File: src/rtl/param_strange_counter.sv
// param_strange_counter: DIGITS-digit hex up/down counter with debounced buttons, clamped
// switch load, prescaled stepping, wrap pulse and a multiplexed active-low 7-segment display.
module param_strange_counter #(
   parameter int unsigned         DIGITS      = 4,
   parameter int unsigned         SW_W        = 8,
   parameter logic [4*DIGITS-1:0] MAX_COUNT   = 16'hFFFF,
   parameter int unsigned         TICK_DIV    = 50000000,
   parameter int unsigned         REFRESH_DIV = 50000,
   parameter int unsigned         DEB_CYCLES  = 500000
) (
   input  logic              clk,
   input  logic              BTN0,
   input  logic              BTN3,
   input  logic              BTN2,
   input  logic              BTN1,
   input  logic [SW_W-1:0]   SW,
   output logic [DIGITS-1:0] AN,
   output logic [7:0]        SEG,
   output logic              WRAP
);
   localparam int unsigned CW = 4 * DIGITS;
   localparam int unsigned PW = $clog2(TICK_DIV);
   localparam int unsigned RW = $clog2(REFRESH_DIV);
   localparam int unsigned DW = (DEB_CYCLES > 1) ? $clog2(DEB_CYCLES) : 1;
   localparam int unsigned IW = (DIGITS > 1) ? $clog2(DIGITS) : 1;

   function automatic logic [6:0] hex7(input logic [3:0] nib);
      logic [6:0] p;
      case (nib)
         4'h0:    p = 7'h40;
         4'h1:    p = 7'h79;
         4'h2:    p = 7'h24;
         4'h3:    p = 7'h30;
         4'h4:    p = 7'h19;
         4'h5:    p = 7'h12;
         4'h6:    p = 7'h02;
         4'h7:    p = 7'h78;
         4'h8:    p = 7'h00;
         4'h9:    p = 7'h10;
         4'hA:    p = 7'h08;
         4'hB:    p = 7'h03;
         4'hC:    p = 7'h46;
         4'hD:    p = 7'h21;
         4'hE:    p = 7'h06;
         4'hF:    p = 7'h0E;
         default: p = 7'h7F;
      endcase
      return p;
   endfunction

   // button bit order: 2 = load (BTN3), 1 = run toggle (BTN2), 0 = direction (BTN1)
   logic [2:0]        btn_s;
   logic [2:0]        sync1_r, sync2_r, acc_r, accd_r;
   logic [DW-1:0]     deb_r [3];
   logic [CW-1:0]     cnt_r, cnt_nxt_s, sw_ext_s;
   logic [PW-1:0]     presc_r, presc_nxt_s;
   logic [RW-1:0]     rc_r, rc_nxt_s;
   logic [IW-1:0]     idx_r, idx_nxt_s;
   logic              run_r, run_nxt_s, wrap_nxt_s;
   logic              load_s, tgl_s, dir_s;
   logic [3:0]        nib_s;
   logic [DIGITS-1:0] an_nxt_s;
   logic [7:0]        seg_nxt_s;

   assign btn_s    = {BTN3, BTN2, BTN1};
   assign sw_ext_s = CW'(SW);
   assign load_s   = acc_r[2] & ~accd_r[2];
   assign tgl_s    = acc_r[1] & ~accd_r[1];
   assign dir_s    = acc_r[0];

   // next-state for counter, prescaler, run flag and display slot; outputs derive from next state
   always_comb begin
      cnt_nxt_s   = cnt_r;
      presc_nxt_s = presc_r;
      wrap_nxt_s  = 1'b0;
      if (load_s) begin
         cnt_nxt_s   = (sw_ext_s > MAX_COUNT) ? MAX_COUNT : sw_ext_s;
         presc_nxt_s = '0;
      end else if (run_r) begin
         if (presc_r == PW'(TICK_DIV - 1)) begin
            presc_nxt_s = '0;
            if (dir_s) begin
               if (cnt_r == '0) begin
                  cnt_nxt_s  = MAX_COUNT;
                  wrap_nxt_s = 1'b1;
               end else begin
                  cnt_nxt_s = cnt_r - 1'b1;
               end
            end else begin
               if (cnt_r == MAX_COUNT) begin
                  cnt_nxt_s  = '0;
                  wrap_nxt_s = 1'b1;
               end else begin
                  cnt_nxt_s = cnt_r + 1'b1;
               end
            end
         end else begin
            presc_nxt_s = presc_r + 1'b1;
         end
      end else begin
         presc_nxt_s = presc_r;
      end

      run_nxt_s = run_r ^ tgl_s;

      if (rc_r == RW'(REFRESH_DIV - 1)) begin
         rc_nxt_s  = '0;
         idx_nxt_s = (idx_r == IW'(DIGITS - 1)) ? '0 : idx_r + 1'b1;
      end else begin
         rc_nxt_s  = rc_r + 1'b1;
         idx_nxt_s = idx_r;
      end

      nib_s = 4'h0;
      for (int i = 0; i < DIGITS; i++) begin
         if (idx_nxt_s == IW'(i)) begin
            nib_s = cnt_nxt_s[4*i +: 4];
         end else begin
            nib_s = nib_s;
         end
         an_nxt_s[i] = (idx_nxt_s != IW'(i));
      end
      seg_nxt_s = {~(run_nxt_s & (idx_nxt_s == '0)), hex7(nib_s)};
   end

   // all state and registered outputs; BTN0 is the asynchronous board reset
   always_ff @(posedge clk or posedge BTN0) begin
      if (BTN0) begin
         sync1_r <= 3'b000;
         sync2_r <= 3'b000;
         acc_r   <= 3'b000;
         accd_r  <= 3'b000;
         for (int i = 0; i < 3; i++) begin
            deb_r[i] <= '0;
         end
         cnt_r   <= '0;
         presc_r <= '0;
         run_r   <= 1'b0;
         rc_r    <= '0;
         idx_r   <= '0;
         AN      <= ~DIGITS'(1);
         SEG     <= 8'hC0;
         WRAP    <= 1'b0;
      end else begin
         sync1_r <= btn_s;
         sync2_r <= sync1_r;
         accd_r  <= acc_r;
         for (int i = 0; i < 3; i++) begin
            if (sync2_r[i] != acc_r[i]) begin
               if (deb_r[i] == DW'(DEB_CYCLES - 1)) begin
                  acc_r[i] <= sync2_r[i];
                  deb_r[i] <= '0;
               end else begin
                  deb_r[i] <= deb_r[i] + 1'b1;
               end
            end else begin
               deb_r[i] <= '0;
            end
         end
         cnt_r   <= cnt_nxt_s;
         presc_r <= presc_nxt_s;
         run_r   <= run_nxt_s;
         rc_r    <= rc_nxt_s;
         idx_r   <= idx_nxt_s;
         AN      <= an_nxt_s;
         SEG     <= seg_nxt_s;
         WRAP    <= wrap_nxt_s;
      end
   end
endmodule

File: config.mk
export PLATFORM = sky130hd
export DESIGN_NAME = param_strange_counter
export DESIGN_NICKNAME = d
export VERILOG_FILES = /design/src/rtl/param_strange_counter.sv
export SDC_FILE = /design/constraint.sdc
export NUM_CORES = 1
export LEC_CHECK = 0
export BUFFER_PORTS_ARGS = -buffer_cell sky130_fd_sc_hd__buf_4
export CELL_PAD_IN_SITES_DETAIL_PLACEMENT = 1
export CELL_PAD_IN_SITES_GLOBAL_PLACEMENT = 1
export CORE_ASPECT_RATIO = 0.5
export CORE_MARGIN = 5
export CORE_UTILIZATION = 45
export DETAILED_ROUTE_END_ITERATION = 10
export PLACE_DENSITY_LB_ADDON = 0.15
export REMOVE_ABC_BUFFERS = 1
export SLEW_MARGIN = 30
export SYNTH_ARGS = -nofsm -noshare
export SYNTH_HDL_FRONTEND = slang
export SYNTH_SLANG_ARGS = --single-unit
File: constraint.sdc
create_clock -name clk -period 5.65 [get_ports clk]
set_input_delay 0.2825 -clock clk [delete_from_list [all_inputs] [get_ports clk]]
set_output_delay 0.2825 -clock clk [all_outputs]
set_load 0.02 [all_outputs]
**Word level (Yosys, flattened, before mapping)**

Memory sizes are Yosys's and may differ from the RTL's. A register that Yosys moved wholly into a read port is not among the register bits.
Index checks and enable logic that the tools add are counted.

- Register bits after elaboration: 143
- Bits in read-only memories: 112
- Output and inout bits: 13
- Word-level logic and storage cells: 86
- Memories kept: 1

- Add/sub/neg operators: 8
- Order comparisons: 1
- Equality and inequality tests: 16
- Muxes and demuxes: 29
- Bitwise logic cells: 7
- Reductions and logical operators: 7

Memories:

| name | depth | width | rd ports | clocked after memory_dff | write ports | line | text |
|---|---|---|---|---|---|---|---|
| (no name shown) | 16 | 7 | 1 | 1 | 0 | 29 | `case (nib)` |

Operators by type and width:

| operator | count |
|---|---|
| $mux 16 | 8 |
| $mux 19 | 6 |
| $mux 26 | 3 |
| $add 19x1->19 const B | 3 |
| $eq 19x19->1 const B | 3 |
| $add 16x1->16 const B | 2 |
| $eq 16x16->1 const B | 2 |
| $add 26x1->26 const B | 1 |
| $eq 26x26->1 const B | 1 |
| $gt 8x16->1 const B | 1 |
| $logic_not 16->1 | 1 |
| $mux 4 | 4 |
| $sub 16x1->16 const B | 1 |
| $eq 2x2->1 const B | 3 |
| $mux 1 | 6 |
| $reduce_and 2->1 | 3 |
| $mux 2 | 2 |
| $ne 2x2->1 const B | 2 |
| $reduce_bool 2->1 | 2 |
| $and 1x1->1 | 3 |
| $ne 1x1->1 | 3 |
| $not 1->1 | 3 |
| $add 2x1->2 const B | 1 |
| $eq 2x1->1 const B | 1 |
| other kinds (3) | 3 |

**Depth between registers and ports, before layout**

- Depth after elaboration: 10
- Gate-level depth with buffers: 16
- Gate-level depth less buffers: 15

**Least setup slack after synthesis**

No wires, ideal clock.

- Path kind: flip-flop to flip-flop
- Start point: reg rc_r[0]
- End point: reg SEG[5]
- Setup time: 0.121 ns
- Data arrival time: 3.192 ns
- Required time: 5.529 ns
- Slack: 2.337 ns
- Cell stages (with the launch flop): 17
- Buffers on the path: 1
- Period minus slack after synthesis: 3.313 ns
- Cells stage by stage: dfrtp_1 > ha_1 > and3_1 > nand2_1 > nor4b_2 > buf_2 > mux2i_1 > inv_1 > nor2_1 > inv_1 > o22ai_1 > a211o_1 > inv_1 > ha_1 > inv_1 > mux2i_1 > a22o_1

- Word-level cells in the longest chain between the ends: 7
- Elaborated cells on any way between the ends: 10
- Those cells by class: eq/ne: 4; mux: 5; reduce/logical: 1

Ends and longest elaborated chain:

| element | line | text |
|---|---|---|
| start: declaration | 57 | `logic [RW-1:0] rc_r, rc_nxt_s;` |
| start signal: assignment | 163 | `rc_r <= rc_nxt_s;` |
| $eq 16x16->1 (*) | 106 | `if (rc_r == RW'(REFRESH_DIV - 1)) begin` |
| $mux 2 (*) | 106 |  |
| net idx_nxt_s[0] | 58 | `logic [IW-1:0] idx_r, idx_nxt_s;` |
| $logic_not 2->1 | 116 | `if (idx_nxt_s == IW'(i)) begin` |
| $mux 4 (3 in a row) | 116 |  |
| $mux 4 (*) | 116 |  |
| end: declaration | 18 | `output logic [7:0] SEG,` |

Mark *: on every way through the listed nets, which the timed path passes. The rest lies on a longest branch.
A chain may end at the register's enable or synchronous reset.

**Worst setup path after layout**

- Start point: reg rc_r[0]
- End point: reg SEG[2]

Same word-level chain as after synthesis.

==> impl_results.md <==
- DRT iter0 DRCs: 355
- Die Ht: 103 um
- Final instance area: 8730 um2
- Clk slew on worst S/H paths: 0.06 ns
- # DRC: 0
- F_max: 249 MHz
- Hold crit path type: input port to flop
- CTS Buffer Depth: 2
- FP Rows: 33
- Drt first pass iters: 4
- Post-synthesis register bit count: 142
- Max-cap violations: 0
- Placeable Area: 16600 um2
- CTS Root Cell: clkbuf_16
- Synth top area cells: dfrtp_1 44%, xor2_1 6.1%, nor2_1 6.1%, xnor2_1 3.9%, nand3_1 3.8%
- Pwr Density: 258 nW/um2
- Setup TNS: 0 ns
- Final Hold Vio Count: 0
- Hold Slack: 0.0846 ns
- Avg Inst Size Synth: 9.39 um2
- Synth area leader: dfrtp_1
- CTS resizes: 0
- RSZ-0062 raised after global routing: false
- Vias in the first global route: 6677
- Worst Path Class, Setup: flop to flop
- Mapped cell area: 7720 um2
- Outcome: finished clean
- Worst-Margin Slew: 0.885 ns
- Sequential area share after synthesis: 0.461
- Final setup fails: 0
- PortBufs: 25
- Boundary Pins: 26
- Worst skew pair latency: 0.43 ns
- Post-DP HPWL: 14.0 mm
- Antenna violations before repair: 0
- Dominant synthesized flop cell: dfrtp_1
- Via density: 5.74
- Layout cells sized above 1: 0.123
- R2R setup slack: 1.63 ns
- CP startpoint kind: flop
- Die Area: 20000 um2
- Via count: 6244
- # clock sinks: 142
- Synth Instances: 822
- Worst Path Required: 5.97 ns
- Largest net degree at the start of global routing: 77
- First-pass GRT wire length: 34.0 mm
- Syn. warnings: 0
- Setup bufs post-CTS: 0
- Fin crit period: 4.02 ns
- Post-synth EDFFs: 0
- Die X: 195 um
- Worst Setup End Kind: flop
- TritonCTS buffer count: 17
- CP Max Fanout: 7
- Routed WL: 20.1 mm
- Worst vdd ir: 0.225 mV
- Diode count: 0
- CP max stage delay: 0.63 ns
- H-tree depth: 4
- Total congestion overflow: 0
- Initial Util: 0.465
- Synth unique cells: 79
- Slew headroom: 0.409
- Post-synth top area share: 0.444
- Cell Chain, Critical Path: ha_1, and3_1, nand2_1, nor4b_2, buf_4, mux2i_1, inv_1, nand2_1, o22ai_1, a211o_1, inv_1, ha_1, nor3_1, a31o_2
- Area grow syn2layout: 13.1%
- ANT nets after route: 0
- Crit share post-route: 0.712
- Critical path's slowest cell: mux2i_1
- Final #Nets: 875
- Final Total Pwr: 0.00225 W
- Slew Limit Fails: 0
- Dpl cell area: 8080 um2
- CTS tree: built
- Drt wl/cell: 18.5 um
- Ys async rst share: 1.00
- Critical path arrival: 4.34 ns
- Setup Skew: 0.0110 ns
- GP Congestion: 0.851
- Pleak: 3.73 nW
- Gr usage total: 0.211
[metrics by stage]
| stage | util | std cells | setup slack (ns) |
|---|---|---|---|
| floorplan | - | 792 | 1.57 |
| global placement | 0.487 | 1051 | 1.83 |
| detailed placement | 0.487 | 1051 | 1.67 |
| CTS | 0.525 | 1087 | 1.65 |
| global route | 0.526 | 1087 | 1.20 |
| finish | 0.526 | 1087 | 1.63 |
[where the power goes]
group	total [W]	leakage, nW	internal (W)	switching [W]
combinational	0.0000642	1.57	0.0000210	0.0000431
sequential	0.00104	1.89	0.00103	0.00000902
clock	0.00115	0.275	0.000669	0.000482
total	0.00225	3.73	0.00172	0.000534
[critical path, delay by kind of cell (launching register included)]
| family | cells | cell delay [ns] |
|---|---|---|
| flops | 1 | 0.36 |
| buf+inv | 3 | 0.63 |
| simple gates | 5 | 1.12 |
| mux | 1 | 0.63 |
| compound gates | 3 | 0.72 |
| fa+ha+maj | 2 | 0.45 |
[metal layers]
metal | up-vias | GRT usage | share of wire
met2 | 92 | 0.365 | 0.47
met3 | 39 | 0.0434 | 0.031
li1 | 2958 | - | -
met4 | 0 | 0.0724 | 0.021
met5 | - | 0 | 0
met1 | 3155 | 0.269 | 0.47
[sequential cells by signal (all words and copies together) (netlist names), 3 cells and up]
signal	flops
deb_r	57
presc_r	26
cnt_r	16
rc_r	16
SEG	8
AN	4
acc_r	3
sync1_r	3
sync2_r	3
[cell type report]
class / instances / area (um2)
Multi-Input combinational cell: 619 / 3880
Inverter: 31 / 121
Timing Repair Buffer: 36 / 284
Clock inverter: 14 / 159
Sequential cell: 142 / 3560
Clock buffer: 18 / 439
Tap cell: 227 / 284
Fill cell: 1933 / 7870
[layout by cell type, fill, tap and decap left out, types with 6 or more instances in the layout]
cell,count
ha_1,15
or2_2,6
xor2_1,54
a21oi_1,22
nor2_1,125
clkbuf_16,17
o211ai_1,6
nor2b_1,6
buf_4,31
nor3_1,20
nand4_1,15
and3_1,19
inv_1,30
o22ai_1,6
nor4_1,16
clkinvlp_4,6
or3_1,7
dfrtp_1,137
nand3_1,59
nand2_1,73
xnor2_1,34
and4_1,6
mux2i_1,7
o21ai_0,25
[synthesized netlist by cell type, drive strengths merged (5+ instances only)]
library cell and count:
o211ai 6, nor2b 6, or2 7, inv 31, nor3 21, nand2 73
nor4b 6, dfrtp 137, and4 7, o22ai 6, xor2 54, o21ai 26
nand4 17, clkbuf 15, nand3 61, buf 14, dfstp 5, o41ai 5
a22oi 5, mux2i 7, xnor2 34, or4 5, o31ai 5, a21oi 23
ha 15, and3 19, or3 7, nor4 19, nor2 125, mux2 5
[what timing repair did]
action,in CTS,in global routing
endpoints found under the setup margin,0,0
hold endpoints to repair,69,0
hold buffers,4,0
[cell families (layout without fill, tap and decap cells)]
| group | count (synthesis) | in the layout | synth area share |
|---|---|---|---|
| and+or+nand+nor | 392 | 392 | 0.258 |
| DFF | 142 | 142 | 0.461 |
| AOI/OAI and AO/OA | 112 | 112 | 0.103 |
| xor gates and xnor gates | 88 | 88 | 0.0999 |
| buffers and inverters | 61 | 99 | 0.0365 |
| adders and majority gates | 15 | 15 | 0.0243 |
| muxes | 12 | 12 | 0.0164 |
[final timing paths]
path | startpoint | endpoint | depth (start not counted)
setup reg to reg | rc_r[0]$_DFF_PP0_ | SEG[2]$_DFF_PP0_ | 14
setup / recovery | rc_r[0]$_DFF_PP0_ | SEG[2]$_DFF_PP0_ | 14
hold reg to reg | sync1_r[1]$_DFF_PP0_ | sync2_r[1]$_DFF_PP0_ | 0
max in group asynchronous | BTN0 | deb_r[0]$_DFF_PP0_ | 4
min in group asynchronous | BTN0 | deb_r[32]$_DFF_PP0_ | 3
hold / removal | SW[2] | cnt_r[2]$_DFF_PP0_ | 3
Power figures use the tool's default switching activity.
